[src/rtl/instr_mem_loader.sv]
// Byte-stream program loader: parses a framed image (word count, LE words, XOR checksum)
// and writes it into the instruction memory, holding the core in reset until it is accepted.
module instr_mem_loader #(
    parameter int DATA_WIDTH = 32,
    parameter int ADDR_WIDTH = 32,
    parameter int MAX_WORDS  = 65536,
    parameter int BASE_ADDR  = 0
) (
    input  logic                  clk,
    input  logic                  rst_n,
    input  logic                  start,
    input  logic [7:0]            rx_data,
    input  logic                  rx_valid,
    output logic                  rx_ready,
    output logic                  mem_we,
    output logic [ADDR_WIDTH-1:0] mem_addr,
    output logic [DATA_WIDTH-1:0] mem_wdata,
    output logic                  busy,
    output logic                  done,
    output logic                  error,
    output logic                  cpu_rst_n
);

    typedef enum logic [2:0] {
        IDLE,
        LEN,
        DATA,
        CSUM,
        DONE,
        ERR
    } state_t;

    localparam logic [ADDR_WIDTH-1:0] BASE  = ADDR_WIDTH'(BASE_ADDR);
    localparam logic [32:0]           MAX_N = 33'(MAX_WORDS);

    state_t                  state_q, state_d;
    logic [1:0]              byte_q, byte_d;
    logic [23:0]             asm_q, asm_d;
    logic [31:0]             n_q, n_d;
    logic [31:0]             idx_q, idx_d;
    logic [7:0]              csum_q, csum_d;
    logic                    we_d;
    logic [ADDR_WIDTH-1:0]   addr_d;
    logic [DATA_WIDTH-1:0]   wdata_d;
    logic                    in_frame_d;
    logic                    accept;
    logic [31:0]             full_word;

    assign accept    = rx_valid && rx_ready;
    assign full_word = {rx_data, asm_q};

    always_comb begin
        state_d = state_q;
        byte_d  = byte_q;
        asm_d   = asm_q;
        n_d     = n_q;
        idx_d   = idx_q;
        csum_d  = csum_q;
        we_d    = 1'b0;
        addr_d  = mem_addr;
        wdata_d = mem_wdata;

        case (state_q)
            IDLE, DONE, ERR: begin
                if (start) begin
                    state_d = LEN;
                    byte_d  = 2'd0;
                    asm_d   = 24'd0;
                    n_d     = 32'd0;
                    idx_d   = 32'd0;
                    csum_d  = 8'd0;
                end
            end

            LEN: begin
                if (accept) begin
                    csum_d = csum_q ^ rx_data;
                    byte_d = byte_q + 2'd1;
                    if (byte_q == 2'd3) begin
                        n_d = full_word;
                        if (full_word == 32'd0) begin
                            state_d = CSUM;
                        end else if ({1'b0, full_word} > MAX_N) begin
                            state_d = ERR;
                        end else begin
                            state_d = DATA;
                        end
                    end else begin
                        case (byte_q)
                            2'd0:    asm_d[7:0]   = rx_data;
                            2'd1:    asm_d[15:8]  = rx_data;
                            default: asm_d[23:16] = rx_data;
                        endcase
                    end
                end
            end

            DATA: begin
                if (accept) begin
                    csum_d = csum_q ^ rx_data;
                    byte_d = byte_q + 2'd1;
                    // The write strobe is registered, so it lands the cycle after the last byte.
                    if (byte_q == 2'd3) begin
                        we_d    = 1'b1;
                        wdata_d = DATA_WIDTH'(full_word);
                        addr_d  = BASE + ADDR_WIDTH'({idx_q, 2'b00});
                        idx_d   = idx_q + 32'd1;
                        if (idx_q + 32'd1 == n_q) begin
                            state_d = CSUM;
                        end
                    end else begin
                        case (byte_q)
                            2'd0:    asm_d[7:0]   = rx_data;
                            2'd1:    asm_d[15:8]  = rx_data;
                            default: asm_d[23:16] = rx_data;
                        endcase
                    end
                end
            end

            CSUM: begin
                if (accept) begin
                    state_d = (rx_data == csum_q) ? DONE : ERR;
                end
            end

            default: state_d = IDLE;
        endcase

        in_frame_d = (state_d == LEN) || (state_d == DATA) || (state_d == CSUM);
    end

    // Status outputs are registered from the next state so they align with the FSM.
    always_ff @(posedge clk or negedge rst_n) begin
        if (!rst_n) begin
            state_q   <= IDLE;
            byte_q    <= 2'd0;
            asm_q     <= 24'd0;
            n_q       <= 32'd0;
            idx_q     <= 32'd0;
            csum_q    <= 8'd0;
            rx_ready  <= 1'b0;
            busy      <= 1'b0;
            done      <= 1'b0;
            error     <= 1'b0;
            cpu_rst_n <= 1'b0;
            mem_we    <= 1'b0;
            mem_addr  <= '0;
            mem_wdata <= '0;
        end else begin
            state_q   <= state_d;
            byte_q    <= byte_d;
            asm_q     <= asm_d;
            n_q       <= n_d;
            idx_q     <= idx_d;
            csum_q    <= csum_d;
            rx_ready  <= in_frame_d;
            busy      <= in_frame_d;
            done      <= (state_d == DONE);
            error     <= (state_d == ERR);
            cpu_rst_n <= (state_d == DONE);
            mem_we    <= we_d;
            mem_addr  <= addr_d;
            mem_wdata <= wdata_d;
        end
    end

endmodule
[config.mk]
export PLATFORM = sky130hd
export DESIGN_NAME = instr_mem_loader
export DESIGN_NICKNAME = d
export VERILOG_FILES = /design/src/rtl/instr_mem_loader.sv
export SDC_FILE = /design/constraint.sdc
export NUM_CORES = 1
export LEC_CHECK = 0
export BUFFER_PORTS_ARGS = -buffer_cell sky130_fd_sc_hd__buf_4
export CORE_ASPECT_RATIO = 0.7
export CORE_MARGIN = 4
export CORE_UTILIZATION = 25
export CTS_CLUSTER_DIAMETER = 100
export DETAILED_ROUTE_END_ITERATION = 10
export PLACE_DENSITY_LB_ADDON = 0.12
export SLEW_MARGIN = 20
export SYNTH_ARGS = -nofsm -noshare
export SYNTH_HDL_FRONTEND = slang
export SYNTH_SLANG_ARGS = --single-unit
[constraint.sdc]
create_clock -name clk -period 7.45 [get_ports clk]
set_input_delay 0.745 -clock clk [delete_from_list [all_inputs] [get_ports clk]]
set_output_delay 0.745 -clock clk [all_outputs]
set_load 0.05 [all_outputs]
* Word-level counts from Yosys, hierarchy flattened
Cells that the tools add are included.
Cells by class: add/sub/neg operators 2, order comparisons 1, equality and inequality tests 24, multiplexer cells 34, bitwise gates (word level) 1, reductions and logical operators 19
Operator list (count):
- $mux 32 | 5
- $pmux 32 s2 | 2
- $mux 24 | 3
- $pmux 24 s2 | 1
- $mux 8 | 5
- $add 32x1->32 const B | 1
- $eq 32x32->1 | 1
- $gt 32x17->1 const B | 1
- $logic_not 32->1 | 1
- $mux 3 | 9
- $pmux 8 s2 | 1
- $reduce_and 5->1 | 3
- $ne 2x2->1 const B | 7
- $eq 3x2->1 const B | 4
- $eq 3x3->1 const B | 4
- $pmux 3 s4 | 1
- $eq 8x8->1 | 1
- $reduce_and 4->1 | 2
- $xor 8x8->8 | 1
- $eq 3x1->1 const B | 2
- $ne 2x1->1 const B | 3
- $reduce_and 3->1 | 2
- $reduce_bool 2->1 | 3
- $mux 1 | 4
- 11 further kinds | 14
Word-level totals: register bits 167, bits of input ports 12, output and inout bits 70, word-level logic and storage cells 95

* Logic depth before layout (Yosys ltp)
word-level depth 9, gate-level depth with buffers 10, mapped depth without buffers 8

* Worst setup path before layout
Ideal clock, no wire load.
path type register to register, start point reg idx_q[1], end point reg state_q[0], setup time 0.092 ns, arrival time 2.401 ns, data required time 7.358 ns, path slack 4.958 ns, cell stages (with the launch flop) 10, path buffers 1, period minus slack after synthesis 2.492 ns, path through dfrtp_1 ha_1 clkbuf_1 nand3_1 or4_2 nor3b_1 o21ai_0 nor4_1 nand4bb_1 o31ai_2
Between the ends: cells in the longest elaborated chain, start to end 6
Ends and longest elaborated chain:
- from (decl) | RTL line 40 | logic [31:0] idx_q, idx_d;
- from (signal assigned) | RTL line 155 | idx_q <= idx_d;
- $add 32x1->32 | RTL line 108 | if (idx_q + 32'd1 == n_q) begin
- $eq 32x32->1 | RTL line 108
- $mux 3 | RTL line 108
- $mux 3 | RTL line 103 | if (byte_q == 2'd3) begin
- $mux 3 | RTL line 99 | if (accept) begin
- $pmux 3 s4 | RTL line 63 | case (state_q)
- named net state_d[0] | RTL line 36 | state_t state_q, state_d;
- to (signal assigned) | RTL line 151 | state_q <= state_d;
- to (decl) | RTL line 36
The timed path passes the listed nets, and every way through them passes these cells. A chain may end at the register's enable or synchronous reset.

* Worst setup path after layout
start point reg idx_q[0], end point reg state_q[0]
The elaborated chain is that of the path after synthesis.

==> results.md <==
Drt:
- The post-detailed-routing wire length is about 27000 um.
- The average routed wire per standard cell is approximately 19 um.
- The number of optimization iterations in the first detailed-route pass is 5.
- The starting DRC count in detailed routing is roughly 560.
- In this run the remaining antenna-violating nets after routing total 0.
- Summing over every cut layer, the via total after detailed routing is 6888.
- In the routed design, unresolved DRC markers number 0.
- The post-detailed-route via-to-cell ratio is just under 5.

Global routing:
- The overall track demand over capacity in global routing is 14.8%.
- Global routing consumed, on the met1 layer, 24.2% of the routing resources.
- After global routing, the most crowded layer is met1.
- The met3 usage in global routing is under 10%.
- The first global-routing pass estimated 41700 um of wire.
- After global routing the overflow that remains totals 0.
- Entering global routing, the biggest net connects between 70 and 80 pins.
- For this run, global-route usage on met2 was measured as ~20%.
- The number of antenna violations at the first check in global routing was 1.
- The number of global-route vias before repair is between 6000 and 7000.

Yosys:
- The unique cell type count in the Yosys netlist is 56.
- Sequential cells were found to cover around half of the synthesized design area.
- In this run, synthesis inferred 0 flip-flops with an integrated enable.
- The synthesized design contains 167 register bits.
- After synthesis, the mean cell area works out to 8.85 um2.
- The most instantiated flip-flop cell in the synthesis netlist is sky130_fd_sc_hd__dfrtp_1.
- The area of the mapped netlist is ~8400 um2.
- The fraction of synthesis flops using an asynchronous set or reset pin is between 90% and 100%.
- The count of mapped cells out of synthesis is 952.
- The number of warnings issued by yosys is 0.

Critical path:
- The minimum setup slack among reg-to-reg paths is 3.48 ns.
- The reg-to-reg startpoint is idx_q[0].
- Data arrives at the worst endpoint at between 4 and 5 ns.
- The length in cells of the worst reg-to-reg path is 8.
- In this run the critical register-to-register path is captured at state_q[0].
- The worst endpoint required time is about 7.8 ns.
- The worst-path maximum fanout is 14.
- STA classifies the critical path endpoint as a flip-flop.
- The critical path is of the flip-flop to flip-flop type.
- STA classifies the critical path startpoint as a flip-flop.

CTS:
- The clock latency of the later-clocked register in the worst-skew pair is around 0.45 ns.
- The maximum level of the CTS H-tree is 4.
- The clock sink count is approximately 170.
- The TritonCTS clock tree is done.
- The cell sitting at the root of the clock tree is a sky130_fd_sc_hd__clkbuf_16.
- The number of clock buffers added by TritonCTS is 17.
- The clock transition at the registers of the reported paths is 0.07 ns.
- The number of buffers inserted to repair setup after CTS is 0.
- In this run the deepest clock path goes through 2 buffers.
- The number of hold buffers added after CTS was 0.
- Post-CTS repair changed the size of 0 cells.

Power and ir drop:
- The areal power density over the cells is ~300 nW/um2.
- The combinational share of power is 26.0%.
- The sequential power share is 42.7%.
- Net switching is roughly 36% of the power.
- The clock share of power is 31.3%.
- Summed over all cells, the static leakage comes to 4.63 nW.
- The worst-case vdd ir drop is between 0.15 and 0.2 mV.
- The internal portion of the total power is about 1.9 mW.
- In this run the power spent charging and discharging nets is 1.08 mW.

Outcome:
- The flow ran to the end, and the final reports show no timing, DRC or antenna violations.

STA:
- The count of final setup violators is 0.
- The slew of the pin with the lowest slew margin is between 0.9 and 1 ns.
- The number of hold violations in the final report is 0.
- Based on the critical path, the design can be clocked at up to roughly 250 MHz.
- Setup repair after global routing left no endpoint under its margin.
- Headroom to the max-slew limit came out at approximately a third.
- The worst-case clock skew is 0.00761 ns.
- The share of the cycle needed by the critical path after routing is 53.3%.
- The post-route minimum period is a little under 4 ns.
- The count of pins over their slew limit came to 0.
- The sum of negative setup slack is 0 ns.

Place:
- During placement, the flow inserted port buffers numbering 79.
- Routability-driven placement finished with a final weighted congestion of between 0.7 and 0.8.
- In this run, placement finished with an instance count of 1399.
- Summing all placed instances gives a cell area of roughly 9300 um2.
- Detailed placement ended at an HPWL of between 15000 and 20000 um.

Die:
- The starting density of the core is roughly a quarter.
- The count of standard-cell rows is between 50 and 60.
- The number of top-level pins is 82.
- The die span in y is approximately 160 um.
- The die covers approximately 37000 um2.
- The die extent in x is 227 um.
- The placeable core region is roughly 33000 um2.

Cells and area:
- The finished cells cover 9940 um2.
- The final cell count without fillers is around 1400.
- The final layout contains slightly above 1000 nets.
- The number of antenna diodes in the final layout is 0.
- The area growth from synthesis to layout is 18.0%.
- Cells with a size suffix above 1 make up ~16% of the layout.

Min path:
- The min-delay analysis places its worst path in the category input port to asynchronous set/reset pin.

Flow run:
- Across the run, the number of max-cap violations was 0.
## state kept, by name (all words and copies together), names as in the netlist
| name | count |
|---|---|
| asm_q | 24 |
| n_q | 32 |
| error | 1 |
| mem_addr | 30 |
| byte_q | 2 |
| mem_we | 1 |
| state_q | 3 |
| csum_q | 8 |
| mem_wdata | 32 |
| busy | 1 |
| idx_q | 32 |
| cpu_rst_n | 1 |
## cells by family (layout without fill, tap and decap cells)
kind of cell               count (synthesis)  in the layout  synth area share, %
xor gates and xnor gates                  51             51                 5.30
muxes                                     26             26                 3.45
other                                      1              2               0.0445
and+or+nand+nor                          481            481                 26.5
adders and majority gates                  4              4                0.594
buffers and inverters                     79            130                 4.14
DFF                                      167            167                 49.6
AOI/OAI and AO/OA                        143            143                 10.3
## how the worst max path moves through the flow
stage | start | endpoint | slack, ns | depth (start not counted)
after detailed placement | idx_q[0] | state_q[0] | 3.61 | 8
after global placement | rx_valid | asm_q[7] | 3.58 | 6
final | idx_q[0] | state_q[0] | 3.48 | 8
after CTS | idx_q[0] | state_q[0] | 3.55 | 8
after floorplan | idx_q[1] | state_q[0] | 4.96 | 9
after global routing | idx_q[0] | state_q[0] | 3.34 | 8
## power groups by stage
stage / Clock, mW / Combinational, mW / Sequential, mW
final: 0.934 / 0.777 / 1.28
after global routing: 1.01 / 0.866 / 1.30
after CTS: 0.971 / 0.781 / 1.28
after detailed placement: 0 / 0.777 / 1.30
after global placement: 0 / 0.775 / 1.30
after floorplan: 0 / 0.574 / 1.22
## critical path: stages, from the launching register on
cell and delay [ns]:
sky130_fd_sc_hd__dfrtp_1 0.53, sky130_fd_sc_hd__ha_1 0.44, sky130_fd_sc_hd__nand3_1 0.66, sky130_fd_sc_hd__or4_2 0.85, sky130_fd_sc_hd__nor3b_1 0.21, sky130_fd_sc_hd__o21ai_0 0.18
sky130_fd_sc_hd__nor4_1 0.45, sky130_fd_sc_hd__nand4bb_1 0.30, sky130_fd_sc_hd__o31ai_2 0.26
## layout by cell type, fill, tap and decap left out, types with 3 or more instances in the layout
cell / count
sky130_fd_sc_hd__buf_4: 86
sky130_fd_sc_hd__clkbuf_16: 17
sky130_fd_sc_hd__nor4_4: 3
sky130_fd_sc_hd__o21a_1: 3
sky130_fd_sc_hd__or3_1: 5
sky130_fd_sc_hd__o21ai_0: 68
sky130_fd_sc_hd__mux2_2: 24
sky130_fd_sc_hd__nor3_1: 7
sky130_fd_sc_hd__nor4_1: 18
sky130_fd_sc_hd__o41ai_1: 8
sky130_fd_sc_hd__a21o_1: 3
sky130_fd_sc_hd__nand4_1: 22
sky130_fd_sc_hd__and2_1: 14
sky130_fd_sc_hd__or4_1: 3
sky130_fd_sc_hd__and3_1: 6
sky130_fd_sc_hd__clkinvlp_4: 3
sky130_fd_sc_hd__o31ai_1: 13
sky130_fd_sc_hd__dfrtp_1: 167
sky130_fd_sc_hd__xnor2_1: 40
sky130_fd_sc_hd__nand3b_1: 3
sky130_fd_sc_hd__nor2_1: 35
sky130_fd_sc_hd__o22ai_1: 3
sky130_fd_sc_hd__a21oi_1: 16
sky130_fd_sc_hd__inv_1: 10
sky130_fd_sc_hd__a211oi_1: 3
sky130_fd_sc_hd__a31oi_1: 15
sky130_fd_sc_hd__nand2b_1: 4
sky130_fd_sc_hd__ha_1: 4
sky130_fd_sc_hd__nand3_1: 51
sky130_fd_sc_hd__and4_1: 3
sky130_fd_sc_hd__nand2_1: 289
sky130_fd_sc_hd__xor2_1: 11
sky130_fd_sc_hd__inv_8: 4
## synthesized netlist by cell type, drive strengths merged (3+ instances only)
| master | instances | area, um2 |
|---|---|---|
| buf | 23 | 139 |
| xnor2 | 40 | 350 |
| and3 | 6 | 37.5 |
| a21o | 3 | 22.5 |
| a21oi | 17 | 85.1 |
| dfrtp | 167 | 4180 |
| nor3 | 8 | 40.0 |
| nand3 | 53 | 290 |
| inv | 10 | 37.5 |
| nor2 | 37 | 139 |
| nand2 | 289 | 1080 |
| mux2 | 24 | 270 |
| o21a | 3 | 22.5 |
| xor2 | 11 | 96.3 |
| o41ai | 8 | 70.1 |
| o31ai | 14 | 110 |
| nand4 | 23 | 150 |
| ha | 4 | 50.1 |
| clkbuf | 45 | 169 |
| nand2b | 4 | 25.0 |
| and2 | 14 | 87.6 |
| nand3b | 3 | 22.5 |
| and4 | 3 | 26.3 |
| or3 | 5 | 31.3 |
| o21ai | 68 | 340 |
| a31oi | 15 | 93.8 |
| or4 | 5 | 42.5 |
| o22ai | 3 | 18.8 |
| a211oi | 3 | 22.5 |
| nor4 | 21 | 176 |
## per-layer routing
layer | part of all wire [%] | wire length, um
met1 | 55 | 14600
met2 | 40 | 10700
met3 | 4.0 | 1070
met4 | 0.67 | 177
met5 | 0 | 0
## cell type report
type	instances	area, um2
fillers	3506	22800
inverters	11	41.3
clock inverters	14	164
clock buffers	18	439
well taps	427	534
repair buffers	87	657
flip-flops and latches	167	4180
multi-input cells	707	3930
## metrics by stage
step           power (mW)  hold WS (ns)  utilization [%]  worst slack (ns)
6_report             2.99         0.308             30.4              3.48
2_1_floorplan        1.80         0.449                -              4.96
3_3_place_gp         2.08         0.463             28.5              3.58
3_5_place_dp         2.08         0.465             28.5              3.61
5_1_grt              3.18         0.357             30.4              3.34
4_1_cts              3.04         0.338             30.4              3.55
Note: power is estimated with default switching activity, not from simulation.
